==> src/rtl/lifo_share_ctrl.sv <==
// Two-port controller for a shared register LIFO: round-robin arbitration of
// push/pop requests, overflow/underflow rejection and occupancy tracking.
module lifo_share_ctrl #(
  parameter int DW    = 11,
  parameter int DEPTH = 15,
  parameter int CW    = 4
) (
  input  logic          clk,
  input  logic          rst,
  input  logic [1:0]    req_push,
  input  logic [1:0]    req_pop,
  input  logic [DW-1:0] din0,
  input  logic [DW-1:0] din1,
  output logic [1:0]    gnt,
  output logic [1:0]    err,
  output logic [1:0]    rd_valid,
  output logic [DW-1:0] rd_data,
  output logic          stk_wr_en,
  output logic          stk_rd_en,
  output logic [DW-1:0] stk_din,
  input  logic [DW-1:0] stk_dout,
  output logic [CW-1:0] count,
  output logic          full,
  output logic          empty
);
  localparam logic [CW-1:0] DEPTH_C = CW'(DEPTH);

  typedef enum logic {ARB = 1'b0, EXEC = 1'b1} state_t;

  state_t        state, state_nxt;
  logic          rr_ptr, rr_nxt;
  logic          sel_p0, sel_nxt;
  logic          push_p0, push_nxt;
  logic          rej_p0, rej_nxt;
  logic [CW-1:0] count_nxt;
  logic [1:0]    active;
  logic          winner;
  logic [1:0]    sel_oh;

  assign full   = (count == DEPTH_C);
  assign empty  = (count == '0);
  assign active = req_push | req_pop;
  assign winner = active[rr_ptr] ? rr_ptr : ~rr_ptr;
  assign sel_oh = sel_p0 ? 2'b10 : 2'b01;

  always_comb begin
    state_nxt = state;
    rr_nxt    = rr_ptr;
    sel_nxt   = sel_p0;
    push_nxt  = push_p0;
    rej_nxt   = rej_p0;
    count_nxt = count;
    gnt       = 2'b00;
    err       = 2'b00;
    stk_wr_en = 1'b0;
    stk_rd_en = 1'b0;
    stk_din   = '0;
    case (state)
      ARB: begin
        if (|active) begin
          sel_nxt   = winner;
          // push has priority when a port asserts both; its pop stays pending
          push_nxt  = req_push[winner];
          rej_nxt   = req_push[winner] ? full : empty;
          rr_nxt    = ~winner;
          state_nxt = EXEC;
        end
      end
      EXEC: begin
        gnt       = sel_oh;
        state_nxt = ARB;
        if (rej_p0) begin
          err = sel_oh;
        end else if (push_p0) begin
          stk_wr_en = 1'b1;
          stk_din   = sel_p0 ? din1 : din0;
          count_nxt = count + CW'(1);
        end else begin
          stk_rd_en = 1'b1;
          count_nxt = count - CW'(1);
        end
      end
      default: state_nxt = ARB;
    endcase
  end

  // control state, occupancy and pop-return stage
  always_ff @(posedge clk) begin
    if (rst) begin
      state    <= ARB;
      rr_ptr   <= 1'b0;
      count    <= '0;
      rd_valid <= 2'b00;
      rd_data  <= '0;
    end else begin
      state    <= state_nxt;
      rr_ptr   <= rr_nxt;
      count    <= count_nxt;
      rd_valid <= stk_rd_en ? sel_oh : 2'b00;
      if (stk_rd_en) rd_data <= stk_dout;
    end
  end

  // ARB -> EXEC decision; only read while in EXEC, which always follows ARB
  always_ff @(posedge clk) begin
    sel_p0  <= sel_nxt;
    push_p0 <= push_nxt;
    rej_p0  <= rej_nxt;
  end

endmodule

==> config.mk <==
export PLATFORM = sky130hd
export DESIGN_NAME = lifo_share_ctrl
export DESIGN_NICKNAME = d
export VERILOG_FILES = /design/src/rtl/lifo_share_ctrl.sv
export SDC_FILE = /design/constraint.sdc
export NUM_CORES = 1
export LEC_CHECK = 0
export CORE_MARGIN = 3
export CORE_UTILIZATION = 32
export CTS_CLUSTER_DIAMETER = 100
export CTS_CLUSTER_SIZE = 40
export DETAILED_ROUTE_END_ITERATION = 8
export HOLD_SLACK_MARGIN = 0.05
export PLACE_DENSITY = 0.84
export SYNTH_ARGS = -nofsm -noshare
export SYNTH_HDL_FRONTEND = slang
export SYNTH_SLANG_ARGS = --single-unit
==> constraint.sdc <==
create_clock -name clk -period 1.81 [get_ports clk]
set_clock_uncertainty 0.15 [all_clocks]
set_input_delay 0.4525 -clock clk [delete_from_list [all_inputs] [get_ports clk]]
set_output_delay 0.4525 -clock clk [all_outputs]
set_load 0.02 [all_outputs]
==> impl_metrics.ini, run 1 <==
[placement]
io_buffers = 74
dpl.hpwl_um = 2640
gp_routability_congestion = 0.732

[die]
coreArea_um2 = 3180
dieArea_um2 = 4240
num_rows = 20
die_x_um = 65.1
num_io_pins = 75
die_h_um = 65.1
initial_core_util = 0.352

[logic_synthesis]
ys_async_sr_fraction = 0
synthTopCellsByArea = dfxtp_1 34%, mux2i_1 12%, edfxtp_1 8.1%
synth_area_per_cell_um2 = 8.59
synth.distinct_cells = 34
synth_commonest_cells = 23 x nand2_1, 19 x dfxtp_1, 18 x nor2_1, 15 x a21oi_1, 13 x mux2i_1
synth_ff_type = dfxtp_1
synth_most_common_cell = nand2_1
yosysTopAreaCell = dfxtp_1
syn-cell-area_um2 = 1120
yosysSeqAreaShare = 0.421
synth_nets = 172
yosysWarningCount = 0
syn_inst = 130
synth_top_area_frac = 0.340
synth_seq_cells = 22
synth_edf_count = 3

[sta]
maxSlewHeadroom = 0.849
fin_crit_ns = 2.06
fin_setup_tns_ns = -2.92
worst_pin_slew_ns = 0.220
setup_viol_count_final = 16
fmax_ghz = 0.485
rsz0062_at_grt = true
finalHoldViolCount = 0
fin_ws_ns = -0.252
slew_violations = 0
finalCritPeriodShare = 1.14

[drt]
num_vias = 1269
routed_via_density = 4.63
drt-total-wl_um = 3680
ant_nets = 0
drc = 0
drt_iter0_drc = 13
drt_pass1_iterations = 4
wl_per_cell_um = 13.4

[layout]
fin_nets = 273
nFillCells = 268
drive_above_1_share = 0.335
utilization = 0.697
diodes = 0
syn_to_final_growth_pct = 98.2

[flow_run]
drv_cap = 0

[clocking]
cts.reportedPaths.clkPinSlew_ns = 0.13
cts_root_buf = clkbuf_4
worstSkewPairLatency_ns = 0.30
cts_tree = done
cts_buffers = 3
cts.sinks = 22
htreeDepth = 1
cts_buffer_depth = 2

[worst_setup_path]
worstPathMaxFanout = 7
rr_worst_depth = 7
crit_arrival_ns = 1.46
setup.worst_path.start_class = flip-flop
crit_required_ns = 1.21
cp-end-kind = primary output
crit_type = flip-flop to primary output

[global_routing]
grt_usage = 0.163
grt_pass1_wl_um = 5600
antenna_found_initial = 0
grt_pass1_vias = 1240
grt_max_degree = 19
overflow = 0

[power_and_ir_drop]
ir_worst_vdd_mv = 0.485
powerDensity_nw_per_um2 = 650
finalPower_mw = 1.44
p_leak_nw = 1.02

[outcome]
status = finished with violations
violations = negative setup slack

[worst_hold_path]
min_path_cells = 2
hold_class = flip-flop to flip-flop
==> repair_timing <==
| action | CTS | global route |
|---|---|---|
| resized for setup | 115 | 35 |
| setup buffers | 3 | 6 |
| endpoints found under the setup margin | 37 | 22 |
| hold buffers | 0 | 0 |
| gates cloned | 0 | 1 |
| pin swaps | 3 | 3 |
==> layer usage <==
layer | global-route usage | vias to the layer above | wire, um
met5 | 0 | - | 0
met4 | 0.0311 | 0 | 0
met3 | 0.0410 | 0 | 378
met2 | 0.310 | 54 | 1860
met1 | 0.182 | 576 | 1440
li1 | - | 639 | -
==> worst max-delay path, stage by stage, from the launching register on <==
cell and delay [ns]:
edfxtp_1 0.43, and2b_4 0.34, nand2_8 0.09, nor2_1 0.14
buf_4 0.16
==> area by class of cell <==
type	instances	area [um2]	area share
well taps	44	55.1	0.0249
multi-input cells	97	679	0.307
inverters	4	15.0	0.00678
repair buffers	103	951	0.429
flip-flops and latches	22	478	0.216
clock buffers	4	36.3	0.0164
==> state kept, by name, indices dropped and copies added (netlist names) <==
name and count:
state 1, rd_data 11, count 4, rd_valid 2, rej_p0 1, push_p0 1
sel_p0 1, rr_ptr 1
==> metrics by stage <==
stage | hold WS [ns] | cells | setup WS, ns | cell area (um2)
floorplan | 0.342 | 130 | -0.0286 | 1130
global placement | 0.292 | 261 | -0.498 | 2040
detailed placement | 0.296 | 261 | -0.495 | 2040
CTS | 0.312 | 268 | -0.214 | 2060
global route | 0.330 | 274 | -0.300 | 2210
finish | 0.310 | 274 | -0.252 | 2210
==> worst paths after layout <==
kind / from / end / slack [ns]
hold / removal: rd_data[3]$_SDFFE_PP0P_ / rd_data[3]$_SDFFE_PP0P_ / 0.31
hold reg to reg: rd_data[3]$_SDFFE_PP0P_ / rd_data[3]$_SDFFE_PP0P_ / 0.31
setup reg to reg: rej_p0$_DFFE_PP_ / count[3]$_SDFFE_PP0P_ / -0.19
setup / recovery: rej_p0$_DFFE_PP_ / stk_din[1] / -0.25
==> cells in the final DEF, fill, tap and decap left out, types with 2 or more instances in the layout <==
| cell type | netlist | routed |
|---|---|---|
| nor2b_1 | 3 | 3 |
| clkdlybuf4s15_1 | 0 | 2 |
| dfxtp_2 | 0 | 3 |
| dfxtp_1 | 19 | 15 |
| dlygate4sd2_1 | 0 | 15 |
| nor2_4 | 0 | 2 |
| buf_6 | 2 | 13 |
| clkdlybuf4s50_1 | 0 | 38 |
| inv_2 | 1 | 2 |
| inv_1 | 3 | 2 |
| edfxtp_1 | 3 | 3 |
| nor2_1 | 18 | 10 |
| buf_4 | 1 | 33 |
| o21ai_0 | 2 | 2 |
| nand2_4 | 1 | 2 |
| nand2_1 | 23 | 23 |
| a21oi_1 | 15 | 14 |
| mux2i_1 | 13 | 12 |
| nor2_2 | 0 | 6 |
| xnor2_1 | 2 | 2 |
| clkbuf_4 | 0 | 3 |
==> where the power goes <==
group	switching [mW]	total (mW)	leakage (nW)	internal [mW]
clock	0.148	0.271	0.0210	0.123
sequential	0.0309	0.567	0.187	0.536
combinational	0.268	0.603	0.809	0.336
==> cells by family after synthesis <==
kind of cell / share of synthesized area
buf+inv: 0.0605
compound gates: 0.102
fa+ha+maj: 0.0403
mux: 0.137
xor+xnor: 0.0157
flops: 0.421
simple gates: 0.224
Note: power is estimated with default switching activity, not from simulation.
==> inputs of run 2 (changes only) <==
--- a/config.mk
+++ b/config.mk
@@ -5,6 +5,7 @@
 export SDC_FILE = /design/constraint.sdc
 export NUM_CORES = 1
 export LEC_CHECK = 0
+export CORE_ASPECT_RATIO = 0.8
 export CORE_MARGIN = 3
 export CORE_UTILIZATION = 32
 export CTS_CLUSTER_DIAMETER = 100
==> run 2 against run 1 <==
  * The flow still finishes with violations (negative setup slack)
  * Worst hold slack lost 0.0060 ns
  * Sequential power down 0.7%
  * Sequential share of layout area increased by 0.54 points
  * Setup slack improved by 0.16 ns
  * Via count shrank 4.4%
  * First-iteration DRC count grew to 2.8 times the previous value
  * Global-route usage is 0.37 points lower
  * Fmax is 8.3% higher
  * Highest routed layer is now met4
==> impl_metrics.ini, run 2 (synthesized netlist as in run 1, its figures left out) <==
[drt]
num_vias = 1213
ant_nets = 0
drt_pass1_iterations = 4
drc = 0
wl_per_cell_um = 12.7
routed_via_density = 4.54
drt_iter0_drc = 37
drt-total-wl_um = 3390

[worst_setup_path]
crit_start = rej_p0$_DFFE_PP_
cp_cell_sequence = and2b_2 -> nand2_8 -> nor2_1 -> buf_4
setup.worst_path.start_class = flip-flop
worstPathMaxFanout = 13
crit_type = flip-flop to primary output
crit_arrival_ns = 1.30
cp-end-kind = primary output
crit_required_ns = 1.21
cpPeakStageDelay_ns = 0.38
critPathSlowestCell = edfxtp_1
r2r-start = count[1]$_SDFFE_PP0P_

[clocking]
cts.reportedPaths.clkPinSlew_ns = 0.08
cts_root_buf = clkbuf_8
cts.sinks = 22
cts_buffers = 3
cts_buffer_depth = 2
cts_tree = done
htreeDepth = 1
worstSkewPairLatency_ns = 0.27

[layout]
fin_nets = 270
top_register = rd_data
diodes = 0
top_regs = rd_data x11, count x4, rd_valid x2
syn_to_final_growth_pct = 92.4
nFillCells = 263
final_cell_mix = 39 x clkdlybuf4s50_1, 33 x buf_4, 23 x nand2_1, 17 x nor2_1, 15 x dfxtp_1
drive_above_1_share = 0.291
largest_register_ffs = 11
final_common_cell = clkdlybuf4s50_1
utilization = 0.667

[sta]
rsz0062_at_grt = true
maxSlewHeadroom = 0.841
fin_ws_ns = -0.0941
fmax_ghz = 0.525
setup_viol_count_final = 14
fin_hold_ws_ns = 0.304
finalCritPeriodShare = 1.05
fin_crit_ns = 1.90
worst_pin_slew_ns = 0.237
slew_violations = 0
finalHoldViolCount = 0

[placement]
gp_routability_congestion = 0.680
io_buffers = 74
dpl.hpwl_um = 2560

[outcome]
status = finished with violations
violations = negative setup slack

[power_and_ir_drop]
ir_worst_vdd_mv = 0.484
p_leak_nw = 1.08
powerDensity_nw_per_um2 = 683
finalPower_mw = 1.47

[die]
dieArea_um2 = 4240
num_rows = 18
die_x_um = 72.1
num_io_pins = 75
coreArea_um2 = 3220
die_h_um = 58.9
initial_core_util = 0.347

[global_routing]
grt_usage = 0.159
grt_max_degree = 19
grt_pass1_vias = 1128
antenna_found_initial = 0
grt_pass1_wl_um = 5290
overflow = 0

[flow_run]
drv_cap = 0

[worst_hold_path]
hold_class = flip-flop to flip-flop
hold_start = rd_data[9]$_SDFFE_PP0P_
## run 2: changes by cell type in the layout (fill, tap and decap cells not counted), moves of 3 or more
| cell | change |
|---|---|
| dlygate4sd2_1 | -5 |
| nor2_1 | +7 |
| buf_6 | -6 |
| clkbuf_4 | -3 |
| buf_2 | +5 |
| nor2_2 | -5 |
| dlymetal6s2s_1 | +6 |
| clkbuf_8 | +3 |
## run 2: routing by layer
metal | wire [um] | GRT usage
met1 | 1560 | 0.201
met2 | 1620 | 0.275
met3 | 188 | 0.0410
met4 | 17 | 0.0322
met5 | 0 | 0
## run 2: worst paths after layout
path / to / slack (ns) / cells after the start
max: stk_din[3] / -0.09 / 4
min: rd_data[9]$_SDFFE_PP0P_ / 0.30 / 2
max reg2reg: count[3]$_SDFFE_PP0P_ / -0.04 / 6
min reg2reg: rd_data[9]$_SDFFE_PP0P_ / 0.30 / 2
## run 2: report_power, final
group,switching (mW),internal [mW]
Combinational,0.250,0.298
Clock,0.162,0.194
Sequential,0.0275,0.535
## run 2: metrics by stage
| stage | setup TNS, ns | instances | cell area (um2) | setup slack [ns] |
|---|---|---|---|---|
| CTS | -1.06 | 265 | 2100 | -0.101 |
| global placement | -6.26 | 256 | 2020 | -0.468 |
| finish | -1.07 | 267 | 2150 | -0.0941 |
| detailed placement | -6.43 | 256 | 2020 | -0.478 |
| floorplan | -0.285 | 130 | 1130 | -0.0286 |
| global route | -2.29 | 267 | 2150 | -0.182 |
## run 2: layout make-up
class                           count  area, um2  area share
Timing Repair Buffer              101        910       0.423
Multi-Input combinational cell     96        644       0.300
Inverter                            4       15.0     0.00698
Sequential cell                    22        475       0.221
Tap cell                           40       50.0      0.0233
Clock buffer                        4       55.1      0.0256
## run 2: worst max-delay path: cells and delay by family, from the launching register on
family	cells	cell delay, ns
and+or+nand+nor	3	0.51
DFF	1	0.38
buffers and inverters	1	0.15
## run 2: repair_timing
action,in CTS,in global routing
hold buffers,0,0
pin swaps,4,0
gates cloned,0,0
gates resized for setup,109,15
buffers inserted,5,2
hold endpoints to repair,0,0
endpoints found under the setup margin,30,23
==> inputs of run 3 (changes only) <==
--- a/config.mk
+++ b/config.mk
@@ -6,8 +6,8 @@
 export NUM_CORES = 1
 export LEC_CHECK = 0
 export CORE_ASPECT_RATIO = 0.8
-export CORE_MARGIN = 3
 export CORE_UTILIZATION = 32
+export CTS_BUF_LIST = sky130_fd_sc_hd__clkbuf_16
 export CTS_CLUSTER_DIAMETER = 100
 export CTS_CLUSTER_SIZE = 40
 export DETAILED_ROUTE_END_ITERATION = 8
==> run 3 against run 2 <==
  * The run still ends with negative setup slack left
  * Setup slack worse by 0.045 ns
  * Core utilization up 3.1 points
  * Worst hold slack worse by 0.0050 ns
==> impl_metrics.ini, run 3 (synthesized netlist as in run 1, its figures left out) <==
[sta]
rsz0062_at_grt = true
fin_hold_ws_ns = 0.299
fin_crit_ns = 1.95
fmax_ghz = 0.513
maxSlewHeadroom = 0.814
finalCritPeriodShare = 1.08
fin_ws_ns = -0.139
setup_viol_count_final = 14
fin_setup_tns_ns = -1.41
slew_violations = 0
worst_pin_slew_ns = 0.271
finalHoldViolCount = 0

[layout]
syn_to_final_growth_pct = 100
final_cell_mix = 42 x clkdlybuf4s50_1, 24 x buf_4, 23 x nand2_1, 18 x dfxtp_1, 14 x a21oi_1
nFillCells = 249
diodes = 0
drive_above_1_share = 0.317
fin_nets = 267
top_register = rd_data
final_common_cell = clkdlybuf4s50_1
top_regs = rd_data x11, count x4, rd_valid x2
largest_register_ffs = 11

[clocking]
worstSkewPairLatency_ns = 0.25
cts_buffer_depth = 2
cts_root_buf = clkbuf_16
cts.sinks = 22
cts_buffers = 3
cts_tree = done
htreeDepth = 1
cts.reportedPaths.clkPinSlew_ns = 0.06

[drt]
drt-total-wl_um = 3620
drt_pass1_iterations = 4
wl_met2_um = 1750
drt_iter0_drc = 54
num_vias = 1227
ant_nets = 0
routed_via_density = 4.65
drc = 0
wl_per_cell_um = 13.7
wl_met3_um = 174
drt-met1-wl_um = 1650
top_layer_used = met4

[global_routing]
grt_pass1_wl_um = 5240
grt_usage = 0.195
overflow = 0
grt_pass1_vias = 1060
antenna_found_initial = 0
grt_max_degree = 19

[worst_setup_path]
crit_start = rej_p0$_DFFE_PP_
r2r_slack_ns = -0.06
r2r-start = rej_p0$_DFFE_PP_
worstPathMaxFanout = 6
r2r_end = count[3]$_SDFFE_PP0P_
crit_required_ns = 1.21
cp-end-kind = primary output
crit_arrival_ns = 1.35
crit_type = flip-flop to primary output
rr_worst_depth = 6
setup.worst_path.start_class = flip-flop
endpoint = stk_din[4]

[die]
coreArea_um2 = 3200
die_h_um = 54.9
num_rows = 18
initial_core_util = 0.349
num_io_pins = 75
die_x_um = 68.1
dieArea_um2 = 3730

[placement]
gp_routability_congestion = 0.736
pre_cts_slack_ns = -0.480
io_buffers = 74
dpl.hpwl_um = 2230

[power_and_ir_drop]
p_leak_nw = 1.11
powerDensity_nw_per_um2 = 720
ir_worst_vdd_mv = 0.527

[outcome]
violations = negative setup slack
status = finished with violations

[worst_hold_path]
hold_class = flip-flop to flip-flop
min_path_cells = 2
hold_start = rd_data[0]$_SDFFE_PP0P_

[flow_run]
drv_cap = 0
[run 3: layout make-up]
cell class | instances | area, um2 | area share
flip-flops and latches | 22 | 472 | 0.211
clock inverters | 1 | 3.75 | 0.00168
clock buffers | 3 | 75.1 | 0.0336
well taps | 40 | 50.0 | 0.0224
repair buffers | 97 | 930 | 0.416
inverters | 4 | 15.0 | 0.00672
multi-input cells | 97 | 689 | 0.309
[run 3: metrics by stage]
step | power (mW) | std cells | area, um2 | util
detailed placement | 1.09 | 253 | 2010 | 0.628
global route | 1.68 | 264 | 2230 | 0.699
floorplan | 0.824 | 130 | 1130 | -
finish | 1.61 | 264 | 2230 | 0.699
global placement | 1.08 | 253 | 2010 | 0.628
CTS | 1.57 | 263 | 2120 | 0.664
[run 3: power breakdown]
| group | switching (mW) | total (mW) | internal, mW |
|---|---|---|---|
| Clock | 0.165 | 0.459 | 0.294 |
| Combinational | 0.275 | 0.588 | 0.313 |
| Sequential | 0.0277 | 0.562 | 0.535 |
[run 3: routing by layer]
layer  vias up  track usage
li1        624            -
met1       562        0.241
met2        35        0.324
met3         6       0.0625
met4         0       0.0590
met5         -            0
[run 3: worst min-delay path by stage]
stage | to | slack [ns]
6_report | rd_data[0]$_SDFFE_PP0P_ | 0.30
5_1_grt | rd_data[9]$_SDFFE_PP0P_ | 0.33
4_1_cts | rd_data[9]$_SDFFE_PP0P_ | 0.30
3_5_place_dp | rd_data[9]$_SDFFE_PP0P_ | 0.30
3_3_place_gp | rd_data[2]$_SDFFE_PP0P_ | 0.29
2_1_floorplan | rr_ptr$_SDFFE_PP0P_ | 0.34
[run 3: worst max-delay path, stage by stage (launching register included)]
cell      delay, ns
edfxtp_1       0.39
and2b_2        0.31
nand2_4        0.13
nor2_2         0.13
buf_6          0.13
[run 3: repair_timing]
item                                   in CTS  in global routing
gates cloned                                1                  0
hold buffers                                0                  0
setup buffers                               5                  1
resized for setup                         103                 36
pin swaps                                  10                  5
setup endpoints to repair                  24                 28
endpoints found under the hold margin       0                  0
